$ cat src/rtl/lcd_pkg.sv
// Shared constants, state/phase encodings and byte helpers for the DE2
// character LCD text writer.
package lcd_pkg;

  typedef logic [2:0] state_t;
  localparam state_t ST_POWERUP = 3'd0;
  localparam state_t ST_INIT    = 3'd1;
  localparam state_t ST_IDLE    = 3'd2;
  localparam state_t ST_ADDR1   = 3'd3;
  localparam state_t ST_LINE1   = 3'd4;
  localparam state_t ST_ADDR2   = 3'd5;
  localparam state_t ST_LINE2   = 3'd6;

  typedef logic [2:0] phase_t;
  localparam phase_t PH_IDLE  = 3'd0;
  localparam phase_t PH_SETUP = 3'd1;
  localparam phase_t PH_EN    = 3'd2;
  localparam phase_t PH_HOLD  = 3'd3;
  localparam phase_t PH_WAIT  = 3'd4;

  localparam logic [7:0] FUNC_SET = 8'h38;
  localparam logic [7:0] DISP_ON  = 8'h0C;
  localparam logic [7:0] CLEAR    = 8'h01;
  localparam logic [7:0] ENTRY    = 8'h06;
  localparam logic [7:0] LINE1    = 8'h80;
  localparam logic [7:0] LINE2    = 8'hC0;
  localparam logic [7:0] SPACE    = 8'h20;

  // NUL bytes in the frame are blank cells on the panel.
  function automatic logic [7:0] map_char(input logic [7:0] b);
    if (b == 8'h00) begin
      return SPACE;
    end else begin
      return b;
    end
  endfunction

  function automatic logic [7:0] init_cmd(input logic [1:0] idx);
    case (idx)
      2'd0:    return FUNC_SET;
      2'd1:    return DISP_ON;
      2'd2:    return CLEAR;
      default: return ENTRY;
    endcase
  endfunction

endpackage

$ cat src/rtl/lcd_bus_write.sv
// One HD44780 bus write: setup, enable strobe, hold, then execution wait.
// A start seen in the idle phase (including the done cycle) begins setup next cycle.
module lcd_bus_write
  import lcd_pkg::*;
#(
  parameter int SETUP_CYC      = 4,
  parameter int EN_CYC         = 16,
  parameter int HOLD_CYC       = 4,
  parameter int WAIT_CYC       = 2_000,
  parameter int CLEAR_WAIT_CYC = 100_000
) (
  input  logic       clock,
  input  logic       reset,
  input  logic       start,
  input  logic       rs,
  input  logic [7:0] data,
  output logic       done,
  output logic       ending,
  output logic [7:0] lcd_data,
  output logic       lcd_rs,
  output logic       lcd_en
);

  localparam int MAX_A   = (SETUP_CYC > EN_CYC) ? SETUP_CYC : EN_CYC;
  localparam int MAX_B   = (HOLD_CYC > WAIT_CYC) ? HOLD_CYC : WAIT_CYC;
  localparam int MAX_C   = (MAX_A > MAX_B) ? MAX_A : MAX_B;
  localparam int MAX_CYC = (MAX_C > CLEAR_WAIT_CYC) ? MAX_C : CLEAR_WAIT_CYC;
  localparam int CW      = $clog2(MAX_CYC + 1);

  localparam logic [CW-1:0] SETUP_LAST = CW'(SETUP_CYC - 1);
  localparam logic [CW-1:0] EN_LAST    = CW'(EN_CYC - 1);
  localparam logic [CW-1:0] HOLD_LAST  = CW'(HOLD_CYC - 1);
  localparam logic [CW-1:0] WAIT_LAST  = CW'(WAIT_CYC - 1);
  localparam logic [CW-1:0] CLEAR_LAST = CW'(CLEAR_WAIT_CYC - 1);
  localparam logic [CW-1:0] CNT_ZERO   = CW'(0);
  localparam logic [CW-1:0] CNT_ONE    = CW'(1);

  phase_t          phase_r;
  logic [CW-1:0]   cnt_r;
  logic            clear_r;
  logic [CW-1:0]   wait_last_s;

  // Clear needs the long execution wait.
  always_comb begin
    if (clear_r) begin
      wait_last_s = CLEAR_LAST;
    end else begin
      wait_last_s = WAIT_LAST;
    end
  end

  assign ending = (phase_r == PH_WAIT) && (cnt_r == wait_last_s);

  // Phase sequencer; pins hold their last value between writes.
  always_ff @(posedge clock or posedge reset) begin
    if (reset) begin
      phase_r  <= PH_IDLE;
      cnt_r    <= CNT_ZERO;
      clear_r  <= 1'b0;
      done     <= 1'b0;
      lcd_data <= 8'h00;
      lcd_rs   <= 1'b0;
      lcd_en   <= 1'b0;
    end else begin
      done <= 1'b0;
      case (phase_r)
        PH_IDLE: begin
          if (start) begin
            lcd_data <= data;
            lcd_rs   <= rs;
            lcd_en   <= 1'b0;
            clear_r  <= (rs == 1'b0) && (data == CLEAR);
            cnt_r    <= CNT_ZERO;
            phase_r  <= PH_SETUP;
          end
        end
        PH_SETUP: begin
          if (cnt_r == SETUP_LAST) begin
            cnt_r   <= CNT_ZERO;
            lcd_en  <= 1'b1;
            phase_r <= PH_EN;
          end else begin
            cnt_r <= cnt_r + CNT_ONE;
          end
        end
        PH_EN: begin
          if (cnt_r == EN_LAST) begin
            cnt_r   <= CNT_ZERO;
            lcd_en  <= 1'b0;
            phase_r <= PH_HOLD;
          end else begin
            cnt_r <= cnt_r + CNT_ONE;
          end
        end
        PH_HOLD: begin
          if (cnt_r == HOLD_LAST) begin
            cnt_r   <= CNT_ZERO;
            phase_r <= PH_WAIT;
          end else begin
            cnt_r <= cnt_r + CNT_ONE;
          end
        end
        PH_WAIT: begin
          if (ending) begin
            cnt_r   <= CNT_ZERO;
            done    <= 1'b1;
            phase_r <= PH_IDLE;
          end else begin
            cnt_r <= cnt_r + CNT_ONE;
          end
        end
        default: begin
          cnt_r   <= CNT_ZERO;
          lcd_en  <= 1'b0;
          phase_r <= PH_IDLE;
        end
      endcase
    end
  end

endmodule

$ cat src/rtl/lcd_text_writer.sv
// Drives a 16x2 HD44780 panel: power-up wait, init commands, then a full
// rewrite of both lines whenever the incoming frame differs from the last one.
module lcd_text_writer
  import lcd_pkg::*;
#(
  parameter int POWERUP_CYC    = 1_000_000,
  parameter int SETUP_CYC      = 4,
  parameter int EN_CYC         = 16,
  parameter int HOLD_CYC       = 4,
  parameter int WAIT_CYC       = 2_000,
  parameter int CLEAR_WAIT_CYC = 100_000
) (
  input  logic         clock,
  input  logic         reset,
  input  logic [255:0] lcd_text,
  output logic [7:0]   lcd_data,
  output logic         lcd_rs,
  output logic         lcd_rw,
  output logic         lcd_en,
  output logic         lcd_on,
  output logic         lcd_blon,
  output logic         busy,
  output logic         frame_done
);

  localparam int            PW      = $clog2(POWERUP_CYC + 1);
  localparam logic [PW-1:0] PU_LAST = PW'(POWERUP_CYC - 1);
  localparam logic [PW-1:0] PU_ZERO = PW'(0);
  localparam logic [PW-1:0] PU_ONE  = PW'(1);

  state_t         state_r;
  state_t         next_state_s;
  logic [PW-1:0]  pu_cnt_r;
  logic [1:0]     init_idx_r;
  logic [3:0]     col_r;
  logic [3:0]     col_next_s;
  logic [255:0]   shadow_r;
  logic           dirty_r;
  logic           busy_r;
  logic           frame_done_r;
  logic           frame_start_s;
  logic           wr_start_s;
  logic           wr_rs_s;
  logic [7:0]     wr_data_s;
  logic           wr_done_s;
  logic           wr_ending_s;

  // Cell i (0..31) is line 1 col 0 at the MSB down to line 2 col 15 at the LSB.
  function automatic logic [7:0] frame_byte(input logic [255:0] f, input logic [4:0] i);
    return f[{~i, 3'b000} +: 8];
  endfunction

  assign col_next_s    = col_r + 4'd1;
  assign frame_start_s = dirty_r || (lcd_text != shadow_r);

  // Sequencing: pick the next write on each done and the next state.
  always_comb begin
    next_state_s = state_r;
    wr_start_s   = 1'b0;
    wr_rs_s      = 1'b0;
    wr_data_s    = 8'h00;
    case (state_r)
      ST_POWERUP: begin
        if (pu_cnt_r == PU_LAST) begin
          wr_start_s   = 1'b1;
          wr_data_s    = init_cmd(2'd0);
          next_state_s = ST_INIT;
        end else begin
          next_state_s = ST_POWERUP;
        end
      end
      ST_INIT: begin
        if (wr_done_s && (init_idx_r == 2'd3)) begin
          next_state_s = ST_IDLE;
        end else if (wr_done_s) begin
          wr_start_s = 1'b1;
          wr_data_s  = init_cmd(init_idx_r + 2'd1);
        end else begin
          next_state_s = ST_INIT;
        end
      end
      ST_IDLE: begin
        if (frame_start_s) begin
          wr_start_s   = 1'b1;
          wr_data_s    = LINE1;
          next_state_s = ST_ADDR1;
        end else begin
          next_state_s = ST_IDLE;
        end
      end
      ST_ADDR1: begin
        if (wr_done_s) begin
          wr_start_s   = 1'b1;
          wr_rs_s      = 1'b1;
          wr_data_s    = map_char(frame_byte(shadow_r, 5'd0));
          next_state_s = ST_LINE1;
        end else begin
          next_state_s = ST_ADDR1;
        end
      end
      ST_LINE1: begin
        if (wr_done_s && (col_r == 4'd15)) begin
          wr_start_s   = 1'b1;
          wr_data_s    = LINE2;
          next_state_s = ST_ADDR2;
        end else if (wr_done_s) begin
          wr_start_s = 1'b1;
          wr_rs_s    = 1'b1;
          wr_data_s  = map_char(frame_byte(shadow_r, {1'b0, col_next_s}));
        end else begin
          next_state_s = ST_LINE1;
        end
      end
      ST_ADDR2: begin
        if (wr_done_s) begin
          wr_start_s   = 1'b1;
          wr_rs_s      = 1'b1;
          wr_data_s    = map_char(frame_byte(shadow_r, 5'd16));
          next_state_s = ST_LINE2;
        end else begin
          next_state_s = ST_ADDR2;
        end
      end
      ST_LINE2: begin
        if (wr_done_s && (col_r == 4'd15)) begin
          next_state_s = ST_IDLE;
        end else if (wr_done_s) begin
          wr_start_s = 1'b1;
          wr_rs_s    = 1'b1;
          wr_data_s  = map_char(frame_byte(shadow_r, {1'b1, col_next_s}));
        end else begin
          next_state_s = ST_LINE2;
        end
      end
      default: begin
        next_state_s = ST_POWERUP;
      end
    endcase
  end

  // State, counters, frame shadow and status flags.
  always_ff @(posedge clock or posedge reset) begin
    if (reset) begin
      state_r      <= ST_POWERUP;
      pu_cnt_r     <= PU_ZERO;
      init_idx_r   <= 2'd0;
      col_r        <= 4'd0;
      shadow_r     <= 256'd0;
      dirty_r      <= 1'b1;
      busy_r       <= 1'b1;
      frame_done_r <= 1'b0;
    end else begin
      state_r      <= next_state_s;
      busy_r       <= (next_state_s != ST_IDLE);
      frame_done_r <= (state_r == ST_LINE2) && (col_r == 4'd15) && wr_ending_s;
      case (state_r)
        ST_POWERUP: begin
          if (pu_cnt_r != PU_LAST) begin
            pu_cnt_r <= pu_cnt_r + PU_ONE;
          end
        end
        ST_INIT: begin
          if (wr_done_s && (init_idx_r != 2'd3)) begin
            init_idx_r <= init_idx_r + 2'd1;
          end
        end
        ST_IDLE: begin
          // Latch the frame once; later text changes wait for the next frame.
          if (frame_start_s) begin
            shadow_r <= lcd_text;
            dirty_r  <= 1'b0;
          end
        end
        ST_ADDR1, ST_ADDR2: begin
          if (wr_done_s) begin
            col_r <= 4'd0;
          end
        end
        ST_LINE1, ST_LINE2: begin
          if (wr_done_s && (col_r != 4'd15)) begin
            col_r <= col_next_s;
          end
        end
        default: begin
          col_r <= 4'd0;
        end
      endcase
    end
  end

  lcd_bus_write #(
    .SETUP_CYC      (SETUP_CYC),
    .EN_CYC         (EN_CYC),
    .HOLD_CYC       (HOLD_CYC),
    .WAIT_CYC       (WAIT_CYC),
    .CLEAR_WAIT_CYC (CLEAR_WAIT_CYC)
  ) u_bus (
    .clock    (clock),
    .reset    (reset),
    .start    (wr_start_s),
    .rs       (wr_rs_s),
    .data     (wr_data_s),
    .done     (wr_done_s),
    .ending   (wr_ending_s),
    .lcd_data (lcd_data),
    .lcd_rs   (lcd_rs),
    .lcd_en   (lcd_en)
  );

  assign lcd_rw     = 1'b0;
  assign lcd_on     = 1'b1;
  assign lcd_blon   = 1'b1;
  assign busy       = busy_r;
  assign frame_done = frame_done_r;

endmodule

$ cat config.mk
export PLATFORM = sky130hd
export DESIGN_NAME = lcd_text_writer
export DESIGN_NICKNAME = d
export VERILOG_FILES = /design/src/rtl/lcd_pkg.sv /design/src/rtl/lcd_bus_write.sv /design/src/rtl/lcd_text_writer.sv
export SDC_FILE = /design/constraint.sdc
export NUM_CORES = 1
export LEC_CHECK = 0
export ABC_AREA = 0
export CORE_AREA = 8 8 192 194
export DETAILED_ROUTE_END_ITERATION = 10
export DIE_AREA = 0 0 200 202
export PLACE_DENSITY = 0.77
export SYNTH_ARGS = -nofsm -noshare
export SYNTH_HDL_FRONTEND = slang
export SYNTH_SLANG_ARGS = --single-unit
$ cat constraint.sdc
create_clock -name clock -period 24.6 [get_ports clock]
set_input_delay 4.92 -clock clock [delete_from_list [all_inputs] [get_ports clock]]
set_output_delay 4.92 -clock clock [all_outputs]
set_load 0.02 [all_outputs]
# Word level (Yosys, flattened, before mapping)
# Cells that the tools add are included.
# Widths: inputs -> output; s select.
[word_totals]
register_bits = 320
word_cells = 141
[classes]
add_sub_neg = 4
eq_ne = 31
n_shift = 2
n_mux = 56
bitwise = 5
reduce_logical = 28
[ops]
columns = ["cell", "n"]
rows = [
  ["$shiftx 256x9->8", 2],
  ["$ne 256x256->1", 1],
  ["$mux 8", 11],
  ["$mux 17", 5],
  ["$pmux 17 s4", 1],
  ["$pmux 8 s7", 1],
  ["$mux 3", 12],
  ["$logic_not 8->1", 4],
  ["$pmux 3 s7", 1],
  ["$add 20x1->20 const B", 1],
  ["$eq 20x20->1 const B", 1],
  ["$ne 20x20->1 const B", 1],
  ["$mux 6", 3],
  ["$pmux 6 s3", 1],
  ["$add 17x1->17 const B", 1],
  ["$eq 17x17->1", 1],
  ["$eq 17x2->1 const B", 1],
  ["$eq 17x4->1 const B", 1],
  ["$pmux 3 s5", 1],
  ["$mux 1", 13],
  ["$eq 3x2->1 const B", 4],
  ["$eq 3x3->1 const B", 4],
  ["$ne 2x1->1 const B", 6],
  ["$pmux 4 s3", 1],
  ["28 further kinds", 48],
]

# Longest topological paths before layout
[depth]
depth_word = 10
depth_mapped = 13
depth_no_buf = 9

# Hierarchy
# A second synthesis with hierarchy kept.
[hier_totals]
hier_cells = 1528
area_unflattened_um2 = 18451.4
[by_module_without_submodules]
columns = ["mod", "instances", "cells_each", "area_per_inst_um2", "seq_area_each_um2"]
rows = [
  ["lcd_text_writer", 1, 1346, 16639.7, 7209.4],
  ["lcd_bus_write", 1, 182, 1811.7, 800.8],
]

# Least setup slack after synthesis
# No wires, ideal clock.
[synth_timing]
path_kind = "input -> register"
startpoint = "input lcd_text[170]"
endpoint = "register shadow_r[100]"
setup_ns = 0.127
t_arrival_ns = 7.448
required_time_ns = 24.473
slack_ns = 17.024
stages = 10
n_path_buf = 3
cell_sequence = "nor2b_1 -> a2111oi_0 -> nand4_1 -> or3_1 -> or4_1 -> o311ai_2 -> buf_4 -> buf_8 -> buf_6 -> mux2_1"
[synth_via]
elab_chain_len = 3
[synth_lines]
columns = ["element", "line_no", "source"]
rows = [
  ["start, declared", "lcd_text_writer.sv:15", "input logic [255:0] lcd_text,"],
  ["$ne 256x256->1", "lcd_text_writer.sv:54", "assign frame_start_s = dirty_r || (lcd_text != shadow_r);"],
  ["$logic_or 1x1->1", "lcd_text_writer.sv:54", ""],
  ["$reduce_and 2->1 (no line)", "n/a", ""],
  ["end signal, assigned", "lcd_text_writer.sv:170", "shadow_r <= lcd_text;"],
  ["end, declared", "lcd_text_writer.sv:37", "logic [255:0] shadow_r;"],
]
# Every way passes these cells.
# A chain may end at the register's enable or synchronous reset.

# Final worst setup path
[layout_timing]
startpoint = "input lcd_text[213]"
endpoint = "register u_bus.lcd_data[1]"
[layout_via]
elab_chain_len = 5
[layout_lines]
columns = ["element", "line_no", "source"]
rows = [
  ["$ne 256x256->1", "lcd_text_writer.sv:54", ""],
  ["$logic_or 1x1->1", "lcd_text_writer.sv:54", ""],
  ["$mux 1", "lcd_text_writer.sv:83", "if (frame_start_s) begin"],
  ["$pmux 1 s6", "lcd_text_writer.sv:62", "case (state_r)"],
  ["$reduce_and 2->1 (no line)", "n/a", ""],
  ["end signal, assigned", "lcd_bus_write.sv:69", "lcd_data <= data;"],
  ["end, declared", "lcd_bus_write.sv:19", "output logic [7:0] lcd_data,"],
]
# Every way passes these cells.

==> flow_summary.yaml <==
cts:
  ctsHoldBuffers: 0
  clk-insertion-delay-late_ps: 540
  clk_path_buf_depth: 3
  cts.clk_slew.worst_paths_ps: 60
  cts_setup_buffers: 0
  cts_made_buffers: 37
  cts_num_sinks: 320
  cts-root-buf: "clkbuf_16"
  ctsResizeCount: 0
  htree_levels: 2
  cts_tree: "yes"
power_and_ir_drop:
  powerDensity_nw_per_um2: 52.2
  total_power_uw: 1180
  max-vdd-ir-drop_mv: 0.0451
  power.leakage_uw: 0.0100
global_route:
  gr-total-overflow: 0
  grt_pass1_vias: 14700
  first_pass_grt_wire_length_um: 96100
  pin_count_of_the_biggest_net_entering_global_routing: 211
  initial_antenna_violation_count: 1
  gr-usage-all-layers_pct: 32.2
floorplan:
  start_util_pct: 54.1
  dieArea_um2: 40400
  floorplan.die.height_um: 202
  design.core.area_um2: 33900
  std_cell_rows: 68
  die_x_um: 200
  design.portCount: 273
worst_setup_path:
  criticalPathCategory: "primary input to flop"
  slowest_cell_delay_on_critical_path_ps: 870
  cp_data_arrival_time_ps: 9830
  critical_path_peak_fanout: 210
  cp-start-kind: "primary input"
  critical_path.slowest_cell: "a2111oi_0"
  timing.critical_path.max_delay_family: "compound AO/OA/AOI/OAI gates"
  crit_buf_inv: 2
  end_kind: "flop"
  worst-endpoint-required_ps: 25000
  cp_cell_sequence: "clkdlybuf4s50_1, nor2b_1, a2111o_1, a2111oi_0, nand4_1, or4_1, o311ai_4, buf_12, a21boi_1, mux2_1"
logic_synthesis:
  synth_sequential_area_ratio_pct: 43.6
  synth_async_sr_flop_share_pct: 100
  synth_edf_count: 0
  postSynthCellCount: 1592
  synth_warnings: 0
  cell_area_after_technology_mapping_um2: 18400
  synth.lib_cells_used.distinct: 71
  postSynthRegisterBits: 320
  synthesis.area_per_instance_um2: 11.5
  synth-main-ff-cell: "dfrtp_1"
timing:
  tightestPinTransition_ps: 1230
  achievable-frequency_mhz: 106
  number_of_pins_exceeding_their_max_slew_limit_in_the_final_report: 0
  finalHoldViolations: 0
  layout_min_cycle_time_ps: 9420
  grt_setup_unrepaired: "no"
  period_share_pct: 38.3
  totalNegativeSetupSlack_ps: 0
  final-setup-viol-count: 0
  worst_slew_margin_rel_pct: 17.9
  clock_skew_ps: 21.6
drt:
  detail-route-antenna-nets: 0
  drt-total-wl_um: 65200
  post_drt_wl_per_cell_um: 28.1
  route.detailed.vias_per_inst: 6.33
  drc: 0
  detail_route.first_pass.iterations: 6
  num_vias: 14700
  detailedRoute.firstIterationViolations: 1561
placement:
  detailed_place_hpwl_um: 51300
  io_buffers: 269
  gpl.final_weighted_congestion: 1.00
layout:
  flow.area_growth_from_synthesis_pct: 22.6
  finalNetCount: 2104
  drive_above_1_share_pct: 9.70
  layout_commonest_cell: "dfrtp_1"
  post-route-util_pct: 66.4
  layout.cells.most_common_list: "dfrtp_1, clkdlybuf4s50_1, mux2_1"
  filler_cell_count: 2647
run:
  max_cap_violations: 0
min_path:
  min-delay-path-class: "flop to flop"
outcome:
  status: "complete, no violations"
area by class of cell:
type	instances	area, µm²	share of cell area (%)
clock buffer	52	1090	4.86
clock inverter	14	114	0.505
tap	455	569	2.53
sequential	320	8010	35.5
antenna	1	2.50	0.0111
multi-input combinational	1096	9570	42.4
inverter	105	402	1.78
timing repair buffer	279	2780	12.3
synthesized netlist by cell type (5+ instances only):
cell	count	area share, %
a2111o_1	12	0.74
or4_1	5	0.20
nor2_1	29	0.59
mux4_2	73	8.9
clkbuf_1	22	0.45
a22oi_1	6	0.25
and2_1	5	0.17
nand2b_1	37	1.3
buf_6	10	0.61
a2111oi_0	7	0.33
nand4_1	49	1.7
mux2_2	25	1.5
a211oi_1	6	0.25
nor3_1	18	0.49
xor2_1	46	2.2
or3_1	7	0.24
nor4_1	35	1.2
mux2_1	193	12
xnor2_1	126	6.0
dfrtp_1	318	43
a311o_1	7	0.38
o21ai_0	25	0.68
a22o_1	10	0.48
mux2i_1	17	0.93
o2111ai_1	12	0.57
ha_1	7	0.48
buf_4	16	0.65
o2bb2ai_1	7	0.33
and3_1	18	0.61
nand3_1	29	0.79
a21oi_1	7	0.19
o22ai_1	36	1.2
buf_2	18	0.49
o211ai_1	5	0.20
nor3b_1	7	0.29
inv_1	103	2.1
nand2_1	92	1.9
o21ai_1	41	1.1
nor2b_1	52	1.8
sequential cells by signal, indices dropped and copies added, names as in the netlist:
name,cells
u_bus.done,1
init_idx_r,2
busy,1
u_bus.clear_r,1
pu_cnt_r,20
state_r,3
shadow_r,256
u_bus.cnt_r,17
u_bus.lcd_data,8
col_r,4
u_bus.lcd_rs,1
u_bus.lcd_en,1
u_bus.phase_r,3
frame_done,1
dirty_r,1
final timing paths:
kind                                from           endpoint  slack (ps)  depth (start not counted)
min reg2reg                 pu_cnt_r[19]       pu_cnt_r[19]         460                          1
max in group asynchronous          reset           col_r[0]       18070                          3
max                        lcd_text[213]  u_bus.lcd_data[1]       15180                         10
min                         pu_cnt_r[19]       pu_cnt_r[19]         460                          1
max reg2reg                shadow_r[249]  u_bus.lcd_data[1]       19680                          9
min in group asynchronous          reset       pu_cnt_r[11]        4900                          2
routing by layer:
| metal | vias up | share of wire, % | global-route usage (%) |
|---|---|---|---|
| li1 | 6342 | - | - |
| met1 | 7418 | 40 | 43.2 |
| met2 | 792 | 47 | 50.7 |
| met3 | 154 | 8.6 | 6.19 |
| met4 | 2 | 4.3 | 12.9 |
| met5 | - | 0.020 | 0 |
where the power goes:
| part | internal [µW] | switching [µW] | leakage, µW |
|---|---|---|---|
| combinational | 49.3 | 48.5 | 0.00503 |
| clock | 322 | 231 | 0.000593 |
| sequential | 526 | 0 | 0.00442 |
| total | 898 | 279 | 0.0100 |
cell families (layout without fill, tap and decap cells):
| logic type | Yosys count | in the layout | share of synthesized area [%] |
|---|---|---|---|
| AO/OA/AOI/OAI | 210 | 210 | 8.15 |
| XOR/XNOR | 172 | 172 | 8.20 |
| adder cells (fa/ha/maj) | 7 | 7 | 0.476 |
| buffers and inverters | 177 | 450 | 4.54 |
| flip-flops | 320 | 320 | 43.6 |
| multiplexers | 308 | 308 | 23.2 |
| other | 2 | 4 | 0.0409 |
| AND/OR/NAND/NOR | 396 | 396 | 11.8 |
stage by stage:
stage	instances	worst slack [ps]	instance area, µm²	hold WS, ps
final	2322	15180	22500	460
after CTS	2321	15140	22500	461
after global routing	2321	15020	22500	480
after detailed placement	2255	14580	21300	450
after floorplan	1593	10830	18400	433
after global placement	2255	14670	21300	451
Note: power is estimated with default switching activity, not from simulation.
